===== config.mk =====
export PLATFORM = sky130hd
export DESIGN_NAME = pipe_hazard_ctrl
export DESIGN_NICKNAME = d
export VERILOG_FILES = /design/src/rtl/pipe_hazard_ctrl_pkg.sv /design/src/rtl/pipe_hazard_ctrl_fwd_sel.sv /design/src/rtl/pipe_hazard_ctrl.sv
export SDC_FILE = /design/constraint.sdc
export NUM_CORES = 1
export LEC_CHECK = 0
export CORE_MARGIN = 2
export CORE_UTILIZATION = 35
export DETAILED_ROUTE_END_ITERATION = 8
export MAX_ROUTING_LAYER = met4
export PLACE_DENSITY = 0.93
export SETUP_SLACK_MARGIN = 0.2
export SLEW_MARGIN = 5
export SYNTH_ARGS = -nofsm -noshare
export SYNTH_HDL_FRONTEND = slang
export SYNTH_HIERARCHICAL = 1
export SYNTH_SLANG_ARGS = --single-unit
export TNS_END_PERCENT = 5

===== constraint.sdc =====
create_clock -name clk_87 -period 4.9 [get_ports clk_87]
set_input_delay 0.98 -clock clk_87 [delete_from_list [all_inputs] [get_ports clk_87]]
set_output_delay 0.98 -clock clk_87 [all_outputs]
set_load 0.005 [all_outputs]

===== src/rtl/pipe_hazard_ctrl_pkg.sv =====
// Shared definitions for the pipeline hazard controller: register-address width,
// forwarding select codes, controller states and a live-writer match helper.
package pipe_hazard_ctrl_pkg;

    localparam int unsigned RADDR_WIDTH = 5;
    localparam int unsigned CNT_WIDTH   = 4;
    localparam int unsigned FWD_WIDTH   = 2;

    typedef enum logic [FWD_WIDTH-1:0] {
        FWD_RF  = 2'b00,
        FWD_WB  = 2'b01,
        FWD_MEM = 2'b10
    } fwd_e;

    typedef enum logic {
        ST_RUN      = 1'b0,
        ST_MUL_WAIT = 1'b1
    } state_e;

    // $0 is hardwired to zero, so it never matches a writer.
    function automatic logic live_match(input logic                   wr,
                                        input logic [RADDR_WIDTH-1:0] dst,
                                        input logic [RADDR_WIDTH-1:0] src);
        return wr && (dst != '0) && (dst == src);
    endfunction

endpackage


===== src/rtl/pipe_hazard_ctrl_fwd_sel.sv =====
// One EX operand bypass select: the youngest live writer (MEM before WB) wins.
module fwd_sel
    import pipe_hazard_ctrl_pkg::*;
(
    input  logic [4:0] src_i,
    input  logic       mem_wr_i,
    input  logic [4:0] mem_dst_i,
    input  logic       wb_wr_i,
    input  logic [4:0] wb_dst_i,
    output logic [1:0] sel_o
);

    always_comb begin
        sel_o = FWD_RF;
        if (live_match(mem_wr_i, mem_dst_i, src_i)) begin
            sel_o = FWD_MEM;
        end else if (live_match(wb_wr_i, wb_dst_i, src_i)) begin
            sel_o = FWD_WB;
        end
    end

endmodule


===== src/rtl/pipe_hazard_ctrl.sv =====
// Stall/flush/forward control for a 5-stage MIPS pipeline with a multi-cycle multiply.
// Define FORWARD_EN to enable EX bypassing; otherwise every RAW dependency stalls in ID.
module pipe_hazard_ctrl
    import pipe_hazard_ctrl_pkg::*;
#(
    parameter int unsigned MUL_LAT = 4
) (
    input  logic       clk_87,
    input  logic       rst_87,
    input  logic [4:0] id_rs_87,
    input  logic [4:0] id_rt_87,
    input  logic       id_jr_87,
    input  logic [4:0] ex_rs_87,
    input  logic [4:0] ex_rt_87,
    input  logic       ex_mem_read_87,
    input  logic       ex_reg_write_87,
    input  logic [4:0] ex_dst_87,
    input  logic       ex_mul_87,
    input  logic       mem_reg_write_87,
    input  logic [4:0] mem_dst_87,
    input  logic       wb_reg_write_87,
    input  logic [4:0] wb_dst_87,
    input  logic       br_taken_87,
    output logic       stall_pc_87,
    output logic       stall_ifid_87,
    output logic       stall_idex_87,
    output logic       bubble_ex_87,
    output logic       flush_ifid_87,
    output logic       flush_idex_87,
    output logic       flush_exmem_87,
    output logic [1:0] fwd_a_87,
    output logic [1:0] fwd_b_87,
    output logic       busy_87
);

    // The first EX cycle is spent in RUN, so the wait covers MUL_LAT-1 cycles.
    localparam logic [CNT_WIDTH-1:0] CNT_LOAD =
        (MUL_LAT > 1) ? CNT_WIDTH'(MUL_LAT - 2) : '0;

    state_e               state_q, state_d;
    logic [CNT_WIDTH-1:0] mul_cnt_q, mul_cnt_d;
    logic                 hz_load_use, hz_jr, hz_raw, hz_any;

    assign hz_load_use = ex_mem_read_87 && (ex_dst_87 != '0) &&
                         ((ex_dst_87 == id_rs_87) || (ex_dst_87 == id_rt_87));
    assign hz_jr       = id_jr_87 &&
                         (live_match(ex_reg_write_87, ex_dst_87, id_rs_87) ||
                          live_match(mem_reg_write_87, mem_dst_87, id_rs_87));

`ifdef FORWARD_EN
    assign hz_raw = 1'b0;

    fwd_sel u_fwd_a (
        .src_i     (ex_rs_87),
        .mem_wr_i  (mem_reg_write_87),
        .mem_dst_i (mem_dst_87),
        .wb_wr_i   (wb_reg_write_87),
        .wb_dst_i  (wb_dst_87),
        .sel_o     (fwd_a_87)
    );

    fwd_sel u_fwd_b (
        .src_i     (ex_rt_87),
        .mem_wr_i  (mem_reg_write_87),
        .mem_dst_i (mem_dst_87),
        .wb_wr_i   (wb_reg_write_87),
        .wb_dst_i  (wb_dst_87),
        .sel_o     (fwd_b_87)
    );
`else
    logic unused_ex_srcs;

    // Without bypassing, ID waits until every pending writer has retired from WB.
    assign hz_raw = live_match(ex_reg_write_87,  ex_dst_87,  id_rs_87) ||
                    live_match(ex_reg_write_87,  ex_dst_87,  id_rt_87) ||
                    live_match(mem_reg_write_87, mem_dst_87, id_rs_87) ||
                    live_match(mem_reg_write_87, mem_dst_87, id_rt_87) ||
                    live_match(wb_reg_write_87,  wb_dst_87,  id_rs_87) ||
                    live_match(wb_reg_write_87,  wb_dst_87,  id_rt_87);
    assign fwd_a_87       = FWD_RF;
    assign fwd_b_87       = FWD_RF;
    assign unused_ex_srcs = ^{ex_rs_87, ex_rt_87};
`endif

    assign hz_any = hz_load_use || hz_jr || hz_raw;

    // Next state: a taken branch squashes an in-flight multiply wait.
    always_comb begin
        state_d   = state_q;
        mul_cnt_d = mul_cnt_q;
        if (br_taken_87) begin
            state_d   = ST_RUN;
            mul_cnt_d = '0;
        end else if (state_q == ST_MUL_WAIT) begin
            if (mul_cnt_q == '0) begin
                state_d = ST_RUN;
            end else begin
                mul_cnt_d = mul_cnt_q - CNT_WIDTH'(1);
            end
        end else if (ex_mul_87 && (MUL_LAT > 1)) begin
            state_d   = ST_MUL_WAIT;
            mul_cnt_d = CNT_LOAD;
        end
    end

    always_ff @(posedge clk_87) begin
        if (rst_87) begin
            state_q   <= ST_RUN;
            mul_cnt_q <= '0;
        end else begin
            state_q   <= state_d;
            mul_cnt_q <= mul_cnt_d;
        end
    end

    // Control outputs: branch flush, then multiply hold, then ID stall.
    always_comb begin
        stall_pc_87    = 1'b0;
        stall_ifid_87  = 1'b0;
        stall_idex_87  = 1'b0;
        bubble_ex_87   = 1'b0;
        flush_ifid_87  = 1'b0;
        flush_idex_87  = 1'b0;
        flush_exmem_87 = 1'b0;
        busy_87        = (state_q == ST_MUL_WAIT);
        if (br_taken_87) begin
            flush_ifid_87  = 1'b1;
            flush_idex_87  = 1'b1;
            flush_exmem_87 = 1'b1;
        end else if (state_q == ST_MUL_WAIT) begin
            stall_pc_87    = 1'b1;
            stall_ifid_87  = 1'b1;
            stall_idex_87  = 1'b1;
            flush_exmem_87 = 1'b1;
        end else if (hz_any) begin
            stall_pc_87   = 1'b1;
            stall_ifid_87 = 1'b1;
            bubble_ex_87  = 1'b1;
        end
    end

endmodule


Yosys cells after proc, flatten, opt, wreduce, memory -nomap -nowiden

Cells that the tools add are included.

Register bits after elaboration: 5
Output and inout bits: 12

$add $sub $neg: 1
Equality and inequality tests: 7
Mux-type cells: 15
Reduce and logical (&&, ||, !) cells: 28

Operator list:

| kind                                             | count |
|---|---|
| equality test 5 bit                              | 6 |
| nonzero test 5 bit                               | 3 |
| logical AND 1 bit                                | 12 |
| 2-to-1 mux 1 bit                                 | 12 |
| 2-to-1 mux 4 bit                                 | 3 |
| logical OR 1 bit                                 | 9 |
| logical NOT 4 bit                                | 1 |
| subtractor 4 x 1 -> 4 bit, second input constant | 1 |
| != test 2 bit, second input constant             | 1 |
| AND reduction 2 bit                              | 1 |
| nonzero test 2 bit                               | 1 |
| OR reduction 2 bit                               | 1 |

Logic depth before layout (Yosys ltp)

Gate-level depths: netlist of run 1.

Depth after elaboration: 12
Gate-level depth with buffers: 7

Worst setup path after synthesis of run 1

OpenSTA, ideal clock, no wires.

Kind: input to output
From: input wb_dst_87[1]
To: output stall_pc_87
Arrival time: 2317 ps
Slack: 1603 ps
Stages: 5
Path buffers: 1
Cell sequence: or4_1 -> o21a_1 -> a222oi_1 -> a21oi_1 -> buf_4

Longest elaborated chain between the ends: 9

RTL lines:

| what                            | RTL line                   | text |
|---|---|---|
| from (decl)                     | pipe_hazard_ctrl.sv:22     | `input logic [4:0] wb_dst_87,` |
| nonzero test 5 bit              | pipe_hazard_ctrl_pkg.sv:24 | `return wr && (dst != '0) && (dst == src);` |
| logical AND 1 bit (2 in a row)  | pipe_hazard_ctrl_pkg.sv:24 |  |
| logical OR 1 bit                | pipe_hazard_ctrl.sv:77     | `live_match(mem_reg_write_87, mem_dst_87, id_rt_87) \|\|` |
| logical OR 1 bit *              | pipe_hazard_ctrl.sv:78     | `live_match(wb_reg_write_87, wb_dst_87, id_rs_87) \|\|` |
| logical OR 1 bit *              | pipe_hazard_ctrl.sv:85     | `assign hz_any = hz_load_use \|\| hz_jr \|\| hz_raw;` |
| 2-to-1 mux 1 bit * (3 in a row) | -                          |  |
| to (decl)                       | pipe_hazard_ctrl.sv:24     | `output logic stall_pc_87,` |

Mark *: on every way between the ends. The rest lies on a longest branch, timed or not.

Worst setup path after layout of run 1

From: input wb_dst_87[1]
To: output stall_pc_87

Longest elaborated chain between the ends: 9

RTL lines:

| what                           | RTL line                   | text |
|---|---|---|
| nonzero test 5 bit             | pipe_hazard_ctrl_pkg.sv:24 |  |
| logical AND 1 bit (2 in a row) | pipe_hazard_ctrl_pkg.sv:24 |  |
| logical OR 1 bit               | pipe_hazard_ctrl.sv:77     |  |
| logical OR 1 bit *             | pipe_hazard_ctrl.sv:78     |  |
| logical OR 1 bit *             | pipe_hazard_ctrl.sv:85     |  |
| 2-to-1 mux 1 bit *             | pipe_hazard_ctrl.sv:135    | `end else if (hz_any) begin` |
| 2-to-1 mux 1 bit *             | pipe_hazard_ctrl.sv:130    | `end else if (state_q == ST_MUL_WAIT) begin` |
| 2-to-1 mux 1 bit *             | pipe_hazard_ctrl.sv:126    | `if (br_taken_87) begin` |

Marks and branches as above.

==> impl_metrics.tcl, run 1 <==
set metrics [dict create \
    status "complete, no violations" \
    yosys_most_used_dff "dfxtp_1" \
    cts_tree "yes" \
    cellPowerDensity_mw_per_mm2 161.9 \
    fin_skew_ns 0.007946 \
    async_reset_ff_share_pct 0 \
    cts_setup_buffers 0 \
    antenna_cells 0 \
    synth_area_leaders "xnor2_1 (39%), dfxtp_1 (15%), buf_4 (7.6%)" \
    setup.worst_path.class "in -> out" \
    die_h_um 48.38 \
    antenna_found_initial 0 \
    cp_data_required_time_ns 3.92 \
    critPathMaxFanout 3 \
    row_count 16 \
    ant_nets 0 \
    firstDrtPassIters 4 \
    holdWs_ns 0.4768 \
    yosys.cell_count.top_type "xnor2_1" \
    yosysSeqAreaShare_pct 14.52 \
    maxCapViolations 0 \
    finalSetupViolCount 0 \
    cts_made_buffers 3 \
    cts.sinks 5 \
    initial_utilization_pct 36.25 \
    grt_pass1_wl_mm 3.539 \
    synth_area_um2 689.4 \
    fillers 178 \
    cts_buffer_depth 2 \
    ctsHoldBuffers 0 \
    root_buffer "clkbuf_4" \
    totalPowerFinal_uw 179.5 \
    ir_worst_vdd_mv 0.1192 \
    synth_cells 88 \
    drv_slew 0 \
    dpl.cell_count 151 \
    wl_mm 2.041 \
    vias_per_cell 5.013 \
    synth.top_cell.area_share_pct 39.38 \
    fmax_mhz 236.1 \
    instances_no_fill 155 \
    hold_violations 0 \
    rsz0062_at_grt "false" \
    drtIter0Drc 18 \
    leakagePower_uw 0.0003610 \
    fin_crit_ns 4.236 \
    arrival_ns 3.26 \
    portBuffers 40 \
    end_kind "primary output" \
    syn_avg_cell_area_um2 7.834 \
    grt_pass1_vias 816 \
    place_hpwl_mm 1.684 \
    finalCritPeriodShare_pct 86.44 \
    cts-htree-levels 1 \
    clk_latency_ns 0.24 \
    clkTransAtPathRegs_ns 0.04 \
    synth_top_cell_by_area "xnor2_1" \
    startpoint_type "primary input" \
    post_drt_wl_per_cell_um 13.17 \
    hp-class "reg -> reg" \
    drive_above_1_share_pct 3.906 \
    cts_resized 0 \
    dr_total_vias 777 \
    synth_edf_count 0 \
    grt_usage_pct 19.10 \
    grt_max_degree 10 \
    synth.top_cells.by_count "xnor2_1 (31), nand3_1 (8), buf_4 (7), nand2_1 (7), dfxtp_1 (5)" \
    drc 0 \
    die-area_mm2 0.002341 \
    synth_cell_types 24 \
    grt_overflow 0 \
    final_nets 174 \
    place_congestion 0.9062 \
    area_growth_pct 60.80 \
    synth_seq_cells 5 \
    fin_setup_tns_ns 0 \
    synth_warnings 6 \
    fp.coreArea_mm2 0.001902 \
    die_w_um 48.38 \
    ioPinCount 56 \
]
==> per-stage QoR <==
step	cell area [um2]	worst slack [ns]	utilization [%]
2_1_floorplan	700.7	1.603	-
3_3_place_gp	1082	0.7030	56.91
3_5_place_dp	1082	0.6370	56.91
4_1_cts	1109	0.6346	58.29
5_1_grt	1109	0.5363	58.29
6_report	1109	0.6643	58.29
==> sequential cells by signal, summed over array words and instances, names as in the netlist <==
signal     cells
mul_cnt_q      4
busy_87        1
==> critical path, cell delays in order <==
cell	delay [ns]
clkdlybuf4s50_1	0.47
or4_1	0.57
o21a_1	0.19
a222oi_1	0.42
a21oi_1	0.15
clkdlybuf4s50_1	0.47
==> placed cells by master (no fill, tap or decap), types with 2 or more instances in the layout <==
cell type / instances
a21oi_1: 2
dfxtp_1: 5
xnor2_1: 31
nand3_1: 8
clkbuf_4: 3
nor2_1: 4
o21a_1: 2
clkdlybuf4s50_1: 40
inv_1: 3
or4_1: 3
nand2_1: 7
conb_1: 4
o22ai_1: 3
==> report_power, final <==
| group | internal, uW | switching, uW | leakage [uW] |
|---|---|---|---|
| logic | 53.0 | 34.3 | 0.000305 |
| clock network | 30.9 | 18.0 | 0.0000150 |
| registers | 42.0 | 1.25 | 0.0000407 |
==> path summary, 6_finish.rpt <==
path	startpoint	to	slack, ns	cells past startpoint
max	wb_dst_87[1]	stall_pc_87	0.66	6
min	mul_cnt_q[1]$_SDFFE_PP0P_	mul_cnt_q[1]$_SDFFE_PP0P_	0.48	2
max reg2reg	mul_cnt_q[0]$_SDFFE_PP0P_	mul_cnt_q[3]$_SDFFE_PP0P_	3.08	7
min reg2reg	mul_cnt_q[1]$_SDFFE_PP0P_	mul_cnt_q[1]$_SDFFE_PP0P_	0.48	2
==> logic make-up after synthesis <==
family / count (synthesis) / synth area share, %
xor+xnor: 32 / 40.65
simple gates: 26 / 18.88
compound gates: 12 / 12.89
buf+inv: 10 / 9.256
flops: 5 / 14.52
fa+ha+maj: 1 / 1.815
other cells: 1 / 0.5439
mux: 1 / 1.452
==> per-layer routing <==
| metal | wire (um) | global-route usage [%] | up-vias | part of all wire [%] |
|---|---|---|---|---|
| met4 | 21 | 5.714 | 0 | 1.0 |
| met1 | 750 | 20.15 | 367 | 37 |
| met5 | 0 | - | - | 0 |
| li1 | - | - | 375 | - |
| met2 | 1149 | 36.81 | 33 | 56 |
| met3 | 120 | 2.469 | 2 | 5.9 |
==> final cells by class <==
| type | instances | area, um2 | area share (%) |
|---|---|---|---|
| inverter | 3 | 11.26 | 1.016 |
| tap | 27 | 33.78 | 3.047 |
| sequential | 5 | 100.1 | 9.029 |
| timing repair buffer | 40 | 400.4 | 36.12 |
| clock buffer | 4 | 26.28 | 2.370 |
| multi-input combinational | 76 | 536.8 | 48.42 |
Note: power is estimated with default switching activity, not from simulation.
==> inputs of run 2 (changes only) <==
==> constraint.sdc (replaced) <==
create_clock -name clk_87 -period 4.9 [get_ports clk_87]
set_input_delay 0.98 -clock clk_87 [delete_from_list [all_inputs] [get_ports clk_87]]
set_output_delay 0.98 -clock clk_87 [all_outputs]
set_load 0.1 [all_outputs]
==> impl_metrics.tcl, run 2 (synthesis gave the netlist of run 1 again) <==
set metrics [dict create \
    root_buffer "clkbuf_4" \
    cts_resized 0 \
    vias_per_cell 4.877 \
    largest_reg_flops 4 \
    totalPowerFinal_uw 219.0 \
    firstDrtPassIters 4 \
    clk_latency_ns 0.25 \
    final_common_cell "clkdlybuf4s50_1" \
    ant_nets 0 \
    cellPowerDensity_mw_per_mm2 200.7 \
    fin_setup_tns_ns 0 \
    initial_utilization_pct 36.25 \
    die_h_um 48.38 \
    drv_slew 0 \
    drtIter0Drc 12 \
    grt_overflow 0 \
    leakagePower_uw 0.0003711 \
    drive_above_1_share_pct 9.375 \
    portBuffers 40 \
    grt_pass1_vias 780 \
    die_w_um 48.38 \
    final_util_pct 57.37 \
    cp_data_required_time_ns 3.92 \
    final-seq-area_um2 100.1 \
    fin_skew_ns 0.0009857 \
    end_kind "primary output" \
    post_drt_wl_per_cell_um 13.13 \
    hold_violations 0 \
    maxCapViolations 0 \
    finalCritPeriodShare_pct 82.07 \
    dpl.cell_count 151 \
    fin_crit_ns 4.021 \
    hp-class "reg -> reg" \
    finalSetupViolCount 0 \
    cts_tree "yes" \
    ioPinCount 56 \
    rsz0062_at_grt "false" \
    place_congestion 0.9112 \
    final_nets 174 \
    cts_made_buffers 3 \
    fillers 178 \
    drc 0 \
    regMostFlops "mul_cnt_q" \
    instances_no_fill 155 \
    dr_total_vias 756 \
    wl_mm 2.035 \
    antenna_found_initial 0 \
    grt_usage_pct 18.95 \
    place_hpwl_mm 1.725 \
    critPathMaxFanout 3 \
    cts-htree-levels 1 \
    cts_buffer_depth 2 \
    final_cell_mix "clkdlybuf4s50_1 (33), xnor2_1 (31), nand3_1 (8), nand2_1 (7), buf_4 (7)" \
    cts.sinks 5 \
    multiInputGateArea_um2 536.8 \
    cts_setup_buffers 0 \
    die-area_mm2 0.002341 \
    arrival_ns 3.04 \
    antenna_cells 0 \
    holdWs_ns 0.4863 \
    fmax_mhz 248.7 \
    grt_pass1_wl_mm 3.429 \
    ctsHoldBuffers 0 \
    grt_max_degree 10 \
    row_count 16 \
    status "complete, no violations" \
    fp.coreArea_mm2 0.001902 \
    area_growth_pct 58.26 \
    clkTransAtPathRegs_ns 0.04 \
    max_slew_margin_pct 35.72 \
    ir_worst_vdd_mv 0.1818 \
    tightestPinTransition_ns 0.9611 \
    startpoint_type "primary input" \
    setup.worst_path.class "in -> out" \
]
run 2: stage by stage:
stage / cell area, um2 / setup slack, ns
3_5_place_dp: 1065 / 0.8817
4_1_cts: 1091 / 0.8799
5_1_grt: 1091 / 0.7861
3_3_place_gp: 1065 / 0.9092
6_report: 1091 / 0.8787
2_1_floorplan: 700.7 / 0.4085
run 2: layout make-up:
cell class / instances / share of cell area, %
inverter: 3 / 1.032
sequential: 5 / 9.174
tap: 27 / 3.096
timing repair buffer: 40 / 35.09
multi-input combinational: 76 / 49.20
clock buffer: 4 / 2.408
run 2: metal layers:
metal | track usage (%) | vias to the layer above | share of wire, % | routed length (um)
met3 | 3.086 | 4 | 7.0 | 142
met5 | - | - | 0 | 0
met2 | 34.49 | 40 | 54 | 1092
met4 | 9.048 | 0 | 2.1 | 43
li1 | - | 374 | - | -
met1 | 19.92 | 338 | 37 | 757
run 2: worst max-delay path: stages:
cell and delay [ns]:
clkdlybuf4s50_1 0.48, or4_1 0.55, o21a_1 0.18, a222oi_1 0.44, a21oi_1 0.16, buf_4 0.26
run 2: power breakdown:
group	internal, uW	total (uW)	switching (uW)
clock	30.9	49.3	18.4
combinational	51.7	126	74.6
sequential	42.1	43.3	1.25
run 2: final timing paths:
path                                  start  cells after the start  slack (ns)                        end
setup reg to reg  mul_cnt_q[0]$_SDFFE_PP0P_                      7        3.09  mul_cnt_q[3]$_SDFFE_PP0P_
setup / recovery               wb_dst_87[2]                      6        0.88              stall_ifid_87
hold / removal    mul_cnt_q[1]$_SDFFE_PP0P_                      2        0.49  mul_cnt_q[1]$_SDFFE_PP0P_
hold reg to reg   mul_cnt_q[1]$_SDFFE_PP0P_                      2        0.49  mul_cnt_q[1]$_SDFFE_PP0P_
